<file path="config.mk">
export PLATFORM = sky130hd
export DESIGN_NAME = buaa_scroll_ctrl
export DESIGN_NICKNAME = d
export VERILOG_FILES = /design/src/rtl/buaa_pkg.sv /design/src/rtl/buaa_tick_gen.sv /design/src/rtl/buaa_scroll_ctrl.sv
export SDC_FILE = /design/constraint.sdc
export NUM_CORES = 1
export LEC_CHECK = 0
export CORE_MARGIN = 2
export CORE_UTILIZATION = 39
export DETAILED_ROUTE_END_ITERATION = 10
export DONT_BUFFER_PORTS = 1
export GPL_TIMING_DRIVEN = 0
export PLACE_DENSITY = 0.58
export SLEW_MARGIN = 0
export SYNTH_ARGS = -nofsm -noshare
export SYNTH_HDL_FRONTEND = slang
export SYNTH_HIERARCHICAL = 1
export SYNTH_SLANG_ARGS = --single-unit
</file>
<file path="constraint.sdc">
create_clock -name clk -period 7.1 [get_ports clk]
set_input_delay 0.71 -clock clk [delete_from_list [all_inputs] [get_ports clk]]
set_output_delay 0.71 -clock clk [all_outputs]
set_load 0.02 [all_outputs]
</file>
<file path="src/rtl/buaa_pkg.sv">
// rtl/buaa_pkg.sv - shared types and ctrl-word field layout for the BUAA scroll sequencer
//   Holds the FSM state enum, the bit positions of the ctrl bus fields, the length
//   of the blank phase and a helper that assembles an auto ctrl word.
package buaa_pkg;

  typedef enum logic [1:0] {
    ST_IDLE  = 2'd0,
    ST_RUN   = 2'd1,
    ST_PAUSE = 2'd2
  } state_e;

  localparam int OFS_LSB     = 0;
  localparam int OFS_MSB     = 2;
  localparam int OFS_W       = OFS_MSB - OFS_LSB + 1;
  localparam int BLANK_BIT   = 3;
  localparam int DIR_BIT     = 4;
  localparam int BLANK_TICKS = 2;

  // Bits [7:5] stay zero in the auto word.
  function automatic logic [7:0] pack_ctrl(input logic [OFS_W-1:0] ofs,
                                           input logic             blank,
                                           input logic             dir);
    logic [7:0] w;
    w                  = 8'h00;
    w[OFS_MSB:OFS_LSB] = ofs;
    w[BLANK_BIT]       = blank;
    w[DIR_BIT]         = dir;
    return w;
  endfunction

endpackage

</file>
<file path="src/rtl/buaa_tick_gen.sv">
// rtl/buaa_tick_gen.sv - programmable prescaler producing the scroll step tick
//   Counts 0..T-1 with T = PRESCALE >> speed_sel_i while en_i is high; holds otherwise.
//   Ports: clk, rst (sync, active high), clr_i (restart count at 0), en_i (count enable),
//          speed_sel_i[1:0] (period select), tick_o (combinational, high on the last count).
module buaa_tick_gen #(
  parameter int PRESCALE = 12_500_000
) (
  input  logic       clk,
  input  logic       rst,
  input  logic       clr_i,
  input  logic       en_i,
  input  logic [1:0] speed_sel_i,
  output logic       tick_o
);

  localparam int CNT_W = $clog2(PRESCALE + 1);

  logic [CNT_W-1:0] cnt_q, cnt_d;
  logic [CNT_W-1:0] period;

  assign period = CNT_W'(PRESCALE >> speed_sel_i);

  // ">=" rather than "==": if speed_sel is raised while the count is already past the
  // new period, the count would otherwise run all the way round the counter.
  assign tick_o = en_i && (cnt_q >= period - CNT_W'(1));

  always_comb begin
    cnt_d = cnt_q;
    if (clr_i) begin
      cnt_d = '0;
    end else if (en_i) begin
      cnt_d = tick_o ? '0 : cnt_q + CNT_W'(1);
    end
  end

  always_ff @(posedge clk) begin
    if (rst) begin
      cnt_q <= '0;
    end else begin
      cnt_q <= cnt_d;
    end
  end

endmodule

</file>
<file path="src/rtl/buaa_scroll_ctrl.sv">
// rtl/buaa_scroll_ctrl.sv - auto-scroll sequencer and ctrl-bus arbiter for the BUAA display
//   IDLE/RUN/PAUSE FSM steps a 3-bit rotation offset on each prescaler tick and drives a
//   registered ctrl word; a manual requester takes the bus and freezes sequencing.
//   Ports: clk, rst (sync, active high), start/stop (1-cycle pulses), dir, speed_sel[1:0],
//          manual_en, manual_ctrl[7:0], ctrl_o[7:0], busy, step_pulse.
//   Build option: BUAA_BLINK_EN adds a 2-tick blank phase after every offset wrap.
module buaa_scroll_ctrl
  import buaa_pkg::*;
#(
  parameter int PRESCALE = 12_500_000
) (
  input  logic       clk,
  input  logic       rst,
  input  logic       start,
  input  logic       stop,
  input  logic       dir,
  input  logic [1:0] speed_sel,
  input  logic       manual_en,
  input  logic [7:0] manual_ctrl,
  output logic [7:0] ctrl_o,
  output logic       busy,
  output logic       step_pulse
);

  state_e           state_q, state_d;
  logic [OFS_W-1:0] offset_q, offset_d;
  logic [7:0]       ctrl_q, ctrl_d;
  logic             step_q, step_d;
  logic             pre_clr, pre_en, tick;
  logic [OFS_W-1:0] next_ofs;
  logic             blank_bit;

  buaa_tick_gen #(.PRESCALE(PRESCALE)) u_tick_gen (
    .clk        (clk),
    .rst        (rst),
    .clr_i      (pre_clr),
    .en_i       (pre_en),
    .speed_sel_i(speed_sel),
    .tick_o     (tick)
  );

  // 3-bit arithmetic gives the 7->0 and 0->7 wrap for free.
  assign next_ofs = dir ? offset_q - OFS_W'(1) : offset_q + OFS_W'(1);

`ifdef BUAA_BLINK_EN
  logic [1:0] blank_q, blank_d;
  logic       wrap;

  assign wrap = dir ? (offset_q == '0) : (offset_q == '1);
`endif

  always_comb begin
    state_d  = state_q;
    offset_d = offset_q;
    pre_clr  = 1'b0;
    pre_en   = 1'b0;
`ifdef BUAA_BLINK_EN
    blank_d  = blank_q;
`endif
    // The manual requester freezes everything: no transitions, no counting.
    if (!manual_en) begin
      case (state_q)
        ST_IDLE: begin
          if (start && !stop) begin
            state_d  = ST_RUN;
            pre_clr  = 1'b1;
            offset_d = '0;
          end
        end
        ST_RUN: begin
          if (stop) begin
            state_d = ST_PAUSE;
          end else begin
            pre_en = 1'b1;
            if (tick) begin
`ifdef BUAA_BLINK_EN
              // Ticks during the blank phase are consumed without moving the offset.
              if (blank_q != 2'd0) begin
                blank_d = blank_q - 2'd1;
              end else begin
                offset_d = next_ofs;
                if (wrap) blank_d = 2'(BLANK_TICKS);
              end
`else
              offset_d = next_ofs;
`endif
            end
          end
        end
        ST_PAUSE: begin
          if (stop) begin
            state_d  = ST_IDLE;
            offset_d = '0;
`ifdef BUAA_BLINK_EN
            blank_d  = 2'd0;
`endif
          end else if (start) begin
            state_d = ST_RUN;
          end
        end
        default: state_d = ST_IDLE;
      endcase
    end
  end

`ifdef BUAA_BLINK_EN
  assign blank_bit = (blank_d != 2'd0);
`else
  assign blank_bit = 1'b0;
`endif

  // Outputs are registered from next-state values so ctrl_o and step_pulse change together.
  assign step_d = pre_en && tick;
  assign ctrl_d = manual_en ? manual_ctrl : pack_ctrl(offset_d, blank_bit, dir);

  always_ff @(posedge clk) begin
    if (rst) begin
      state_q  <= ST_IDLE;
      offset_q <= '0;
      ctrl_q   <= 8'h00;
      step_q   <= 1'b0;
    end else begin
      state_q  <= state_d;
      offset_q <= offset_d;
      ctrl_q   <= ctrl_d;
      step_q   <= step_d;
    end
  end

`ifdef BUAA_BLINK_EN
  always_ff @(posedge clk) begin
    if (rst) begin
      blank_q <= 2'd0;
    end else begin
      blank_q <= blank_d;
    end
  end
`endif

  assign ctrl_o     = ctrl_q;
  assign step_pulse = step_q;
  assign busy       = (state_q == ST_RUN);

endmodule

</file>
* After elaboration in Yosys (flattened, before gate mapping) *
Cells that the tools add are included.

word-level totals
  output and inout bits = 10
  input bits = 16
  bits in registers = 38

operators by class
  reductions and logical operators = 8
  order comparisons = 1
  eq/ne operators = 5
  $add $sub $neg = 4
  multiplexer cells = 20
  shifts and indexed selects = 1
  bitwise logic cells = 1

operators by type and width
  cell                     count
  $add A24 B1 Y24 const B  1
  $ge A24 B24 Y1           1
  $mux W24                 1
  $shr A24 B2 Y24 const A  1
  $sub A24 B1 Y24 const B  1
  $mux W3                  6
  $pmux W3 S3              1
  $mux W2                  4
  $mux W1                  6
  $pmux W2 S3              1
  $mux W5                  1
  $ne A2 B2 Y1 const B     2
  $reduce_and A4 Y1        1
  $reduce_or A2 Y1         2
  $add A3 B1 Y3 const B    1
  $logic_and A1 B1 Y1      3
  $ne A3 B3 Y1 const B     1
  $sub A3 B1 Y3 const B    1
  $eq A2 B1 Y1 const B     1
  $eq A2 B2 Y1 const B     1
  $logic_not A2 Y1         1
  $logic_not A1 Y1         1
  $not A1 Y1               1

* Logic depth before layout (Yosys ltp) *
  depth after elaboration = 9
  mapped depth = 16
  depth with buffers taken out = 15

* Modules after synthesis *
The synthesis kept the hierarchy.

modules (own cells, without submodules)
  module            instances  area an instance (sq um)  sequential area each (sq um)  cells an instance
  buaa_tick_gen     1          1,841.8                   480.5                         204
  buaa_scroll_ctrl  1          670.6                     280.3                         72

* Worst setup path after synthesis *
OpenSTA, ideal clock, no wires.

  path kind = input -> register
  start point = in speed_sel[1]
  end point = reg ctrl_q[1], in the netlist ctrl_o[1]
  setup time = 78 ps
  required time = 7,022 ps
  arrival time = 3,110 ps
  stages = 14
  path buffers = 1
  setup slack = 3,913 ps
  cell sequence = inv_1 nand2_1 inv_1 ha_1 a21o_1 a311oi_2 o22ai_1 a221oi_2 a21boi_2 buf_6 mux2_2 a21boi_2 a221oi_1 nor3_1

between the ends
  longest elaborated chain between the ends = 9

ends and longest elaborated chain
  element               line                     text
  from (decl)           buaa_scroll_ctrl.sv:17   input logic [1:0] speed_sel,
  $shr A24 B2 Y24       buaa_tick_gen.sv:21      assign period = CNT_W'(PRESCALE >> speed_sel_i);
  $sub A24 B1 Y24       buaa_tick_gen.sv:25      assign tick_o = en_i && (cnt_q >= period - CNT_W'(1));
  $ge A24 B24 Y1        buaa_tick_gen.sv:25
  $logic_and A1 B1 Y1   buaa_tick_gen.sv:25
  named net tick        buaa_scroll_ctrl.sv:29   logic pre_clr, pre_en, tick;
  $mux W3               buaa_scroll_ctrl.sv:75   if (tick) begin
  $mux W3               buaa_scroll_ctrl.sv:71   if (stop) begin
  $pmux W3 S3           buaa_scroll_ctrl.sv:62   case (state_q)
  $mux W3               buaa_scroll_ctrl.sv:61   if (!manual_en) begin
  $mux W5               buaa_scroll_ctrl.sv:114  assign ctrl_d = manual_en ? manual_ctrl : pack_ctrl(offset_d, blank_bit, dir);
  to (signal assigned)  buaa_scroll_ctrl.sv:125  ctrl_q <= ctrl_d;
  to (decl)             buaa_scroll_ctrl.sv:27   logic [7:0] ctrl_q, ctrl_d;

The timed path passes the listed nets, and every way through them passes these cells.
A chain may end at the register's enable or synchronous reset.

* Final worst setup path *
Ends and elaborated chain as after synthesis.

==> results by group <==
Worst hold path
  • Hold Path Class: reg2reg

Global route
  • Largest net degree at the start of global routing: 13
  • GRT Total Usage: 0.149
  • Vias in the first global route: 1,887
  • Grt total ovfl: 0
  • Initial antenna violation count: 0
  • First-pass GRT wire length: 8560 um

Pwr
  • Cell area power density: 175 mW/mm^2
  • Peak VDD IR: 0.0995 mV
  • Net Sw Frac: 0.218
  • Leakage: 1.08 nW
  • Clk network pwr share: 0.479
  • Internal power: 0.378 mW
  • Switching Power: 0.105 mW
  • Gate power share: 0.066
  • Flop pwr share: 0.455

CTS
  • TritonCTS clock tree: done
  • Post-CTS Hold Fix Bufs: 0
  • Clock buffer depth: 2
  • TritonCTS buffer count: 5
  • Root Buffer: clkbuf_8
  • Worst-path clk slew: 0.08 ns
  • H-tree levels: 2
  • Post-CTS Setup Inserts: 0
  • Worst-Skew Late Latency: 0.29 ns
  • # resized after CTS: 0
  • Num Clock Sinks: 38

Yosys
  • Synth top area share: 0.303
  • Mapped cell area: 0.00251 mm^2
  • Mapped Avg Cell Area: 9.10 um^2
  • Ys Warns: 6
  • #FFs+latches synth: 38
  • Top cell type by total area after synthesis: dfxtp_1
  • Unique masters post-synth: 57
  • Post-synthesis sequential area ratio: 0.303
  • EDFF count, synth: 0
  • Cells after synthesis: 276
  • Asr flop ratio synth: 0
  • Main area contributors after synthesis: dfxtp_1 30%, ha_1 10%, nor3_2 8.0%
  • Post-synth top flop: dfxtp_1

Critical path
  • Largest fanout on the critical path: 12
  • CP max stage cell: a221oi_2
  • Critical Path RT: 7.32 ns
  • Worst Path Class, Setup: in2reg
  • Critical path's top delay family: compound AO/OA/AOI/OAI gates
  • CP Cell Sequence: inv_1, nor2_1, inv_1, ha_1, nand2_1, ha_1, nand4_1, and3_1, o21ai_1, a221oi_2, a21boi_2, buf_6, mux2_2, a21boi_2, a221oi_1, nor3_1
  • Crit path launch type: primary input
  • Worst path arrival time: 3.63 ns
  • Worst setup EP type: flip-flop
  • CP bufs+invs: 3
  • Max incr delay on CP: 0.43 ns

Drt
  • Drt pass-1 iters: 4
  • Post-route ant nets: 0
  • # DRC: 0
  • Post-Route WL: 5020 um
  • Vias: 1,939
  • Routed vias/inst: 5.36
  • Routed WL per cell: 13.9 um
  • DR iter-0 viols: 87

Timing
  • Fin Clk Skew: 0.00749 ns
  • Setup TNS: 0 ns
  • Fin. Hold Viols: 0
  • Period utilization: 0.481
  • Max-slew violations: 0
  • F_max: 0.293 GHz
  • Final setup fails: 0
  • Unrepaired setup endpoints after global routing: false
  • Slew @ Worst Pin: 0.784 ns
  • Crit path time final: 3.41 ns
  • Slew headroom: 0.477

Floorplan
  • Die area: 0.00710 mm^2
  • Row cnt: 29
  • Die W: 84.3 um
  • Core box area: 0.00628 mm^2
  • I/O pin count: 26
  • Die height: 84.3 um
  • Starting density of the core: 0.400

Outcome
  • Status: finished clean

Place
  • Final HPWL from detailed placement: 3770 um
  • Port bufs: 0
  • Gp weighted congestion: 0.787

Cells and area
  • Layout Utilization: 0.439
  • Ratio of cells with drive above 1 in the final layout: 0.189
  • Layout area overhead: 9.66%
  • Antenna cells: 0
  • Final Net Count: 322

Run
  • Max cap viols: 0
## per-stage QoR
stage                     instances  setup WS, ns  area [um^2]  hold slack (ns)  total power, mW
after detailed placement        354          3.36         2610            0.493            0.257
after CTS                       362          3.66         2760            0.507            0.489
after floorplan                 277          3.91         2520            0.462            0.250
after global placement          354          3.37         2610            0.480            0.256
final                           362          3.69         2760            0.501            0.483
after global routing            362          3.39         2760            0.516            0.501
## final timing paths
path	startpoint	to	slack, ns	cells after the start
setup / recovery	speed_sel[1]	ctrl_o[1]	3.69	16
hold reg to reg	u_tick_gen/cnt_q[1]	u_tick_gen/cnt_q[1]	0.50	2
setup reg to reg	u_tick_gen/cnt_q[9]	ctrl_o[1]	4.10	11
hold / removal	u_tick_gen/cnt_q[1]	u_tick_gen/cnt_q[1]	0.50	2
## power groups by stage
stage	Combinational (mW)	Sequential [mW]	Clock, mW
2_1_floorplan	0.0256	0.224	0
3_3_place_gp	0.0316	0.225	0
3_5_place_dp	0.0318	0.225	0
4_1_cts	0.0319	0.220	0.237
5_1_grt	0.0357	0.220	0.245
6_report	0.0317	0.220	0.232
## state kept, by name, summed over array words and instances, names as in the netlist
register and count:
ctrl_o 8, offset_q 3, state_q 2, step_pulse 1
u_tick_gen/cnt_q 24
## final cells by class
type | count | area, um^2
inverter | 15 | 61.3
tap | 77 | 96.3
fill | 630 | 3520
buffer | 13 | 87.6
multi-input combinational | 211 | 1610
clock inverter | 2 | 60.1
sequential | 38 | 761
clock buffer | 6 | 82.6
## per-layer routing
metal | GRT usage | wire [um] | up-vias | share of wire
met2 | 0.240 | 2270 | 39 | 0.45
met5 | 0 | 0 | - | 0
met4 | 0.0557 | 116 | 0 | 0.023
met1 | 0.192 | 2440 | 916 | 0.49
li1 | - | - | 975 | -
met3 | 0.0374 | 191 | 9 | 0.038
## cell usage after synthesis (all sizes together), types with 3 or more instances
master and instances:
nand4 11, nor2b 7, and2 4, xnor2 19, a21oi 12, clkbuf 4
buf 8, a221oi 3, or3 3, a21o 5, inv 14, xor2 5
dfxtp 38, nor3 30, nand2 14, nand2b 7, nand3 9, o21ai 6
nor2 23, ha 21
## cell families after synthesis
group / synth area share
other cells: 0.00299
fa+ha+maj: 0.117
compound gates: 0.107
flops: 0.303
xor+xnor: 0.0837
simple gates: 0.319
mux: 0.00847
buf+inv: 0.0593
## worst reg2reg max path: cells and delay by family, from the launching register on
family,cells,cell delay (ns)
buffers and inverters,1,0.20
flip-flops,1,0.35
adder cells (fa/ha/maj),1,0.32
multiplexers,1,0.28
AND/OR/NAND/NOR,1,0.18
AO/OA/AOI/OAI,7,1.60
## cells in the final DEF (no fill, tap or decap), types with 3 or more instances in the layout
cell type,Yosys,layout
dfxtp_1,38,38
nor2_1,23,23
ha_1,21,21
nor3_2,20,20
xnor2_1,19,19
nand2_1,14,14
inv_1,13,13
a21oi_1,12,12
nand4_1,10,10
nor3_1,8,8
nand3_1,8,8
nor2b_1,7,7
clkbuf_8,0,6
nand2b_1,5,5
o21ai_0,5,5
xor2_1,5,5
a21o_1,5,5
and2_1,4,4
clkbuf_1,4,4
buf_2,3,3
buf_6,3,3
conb_1,2,3
No activity file was read; power rests on OpenSTA's default activity.
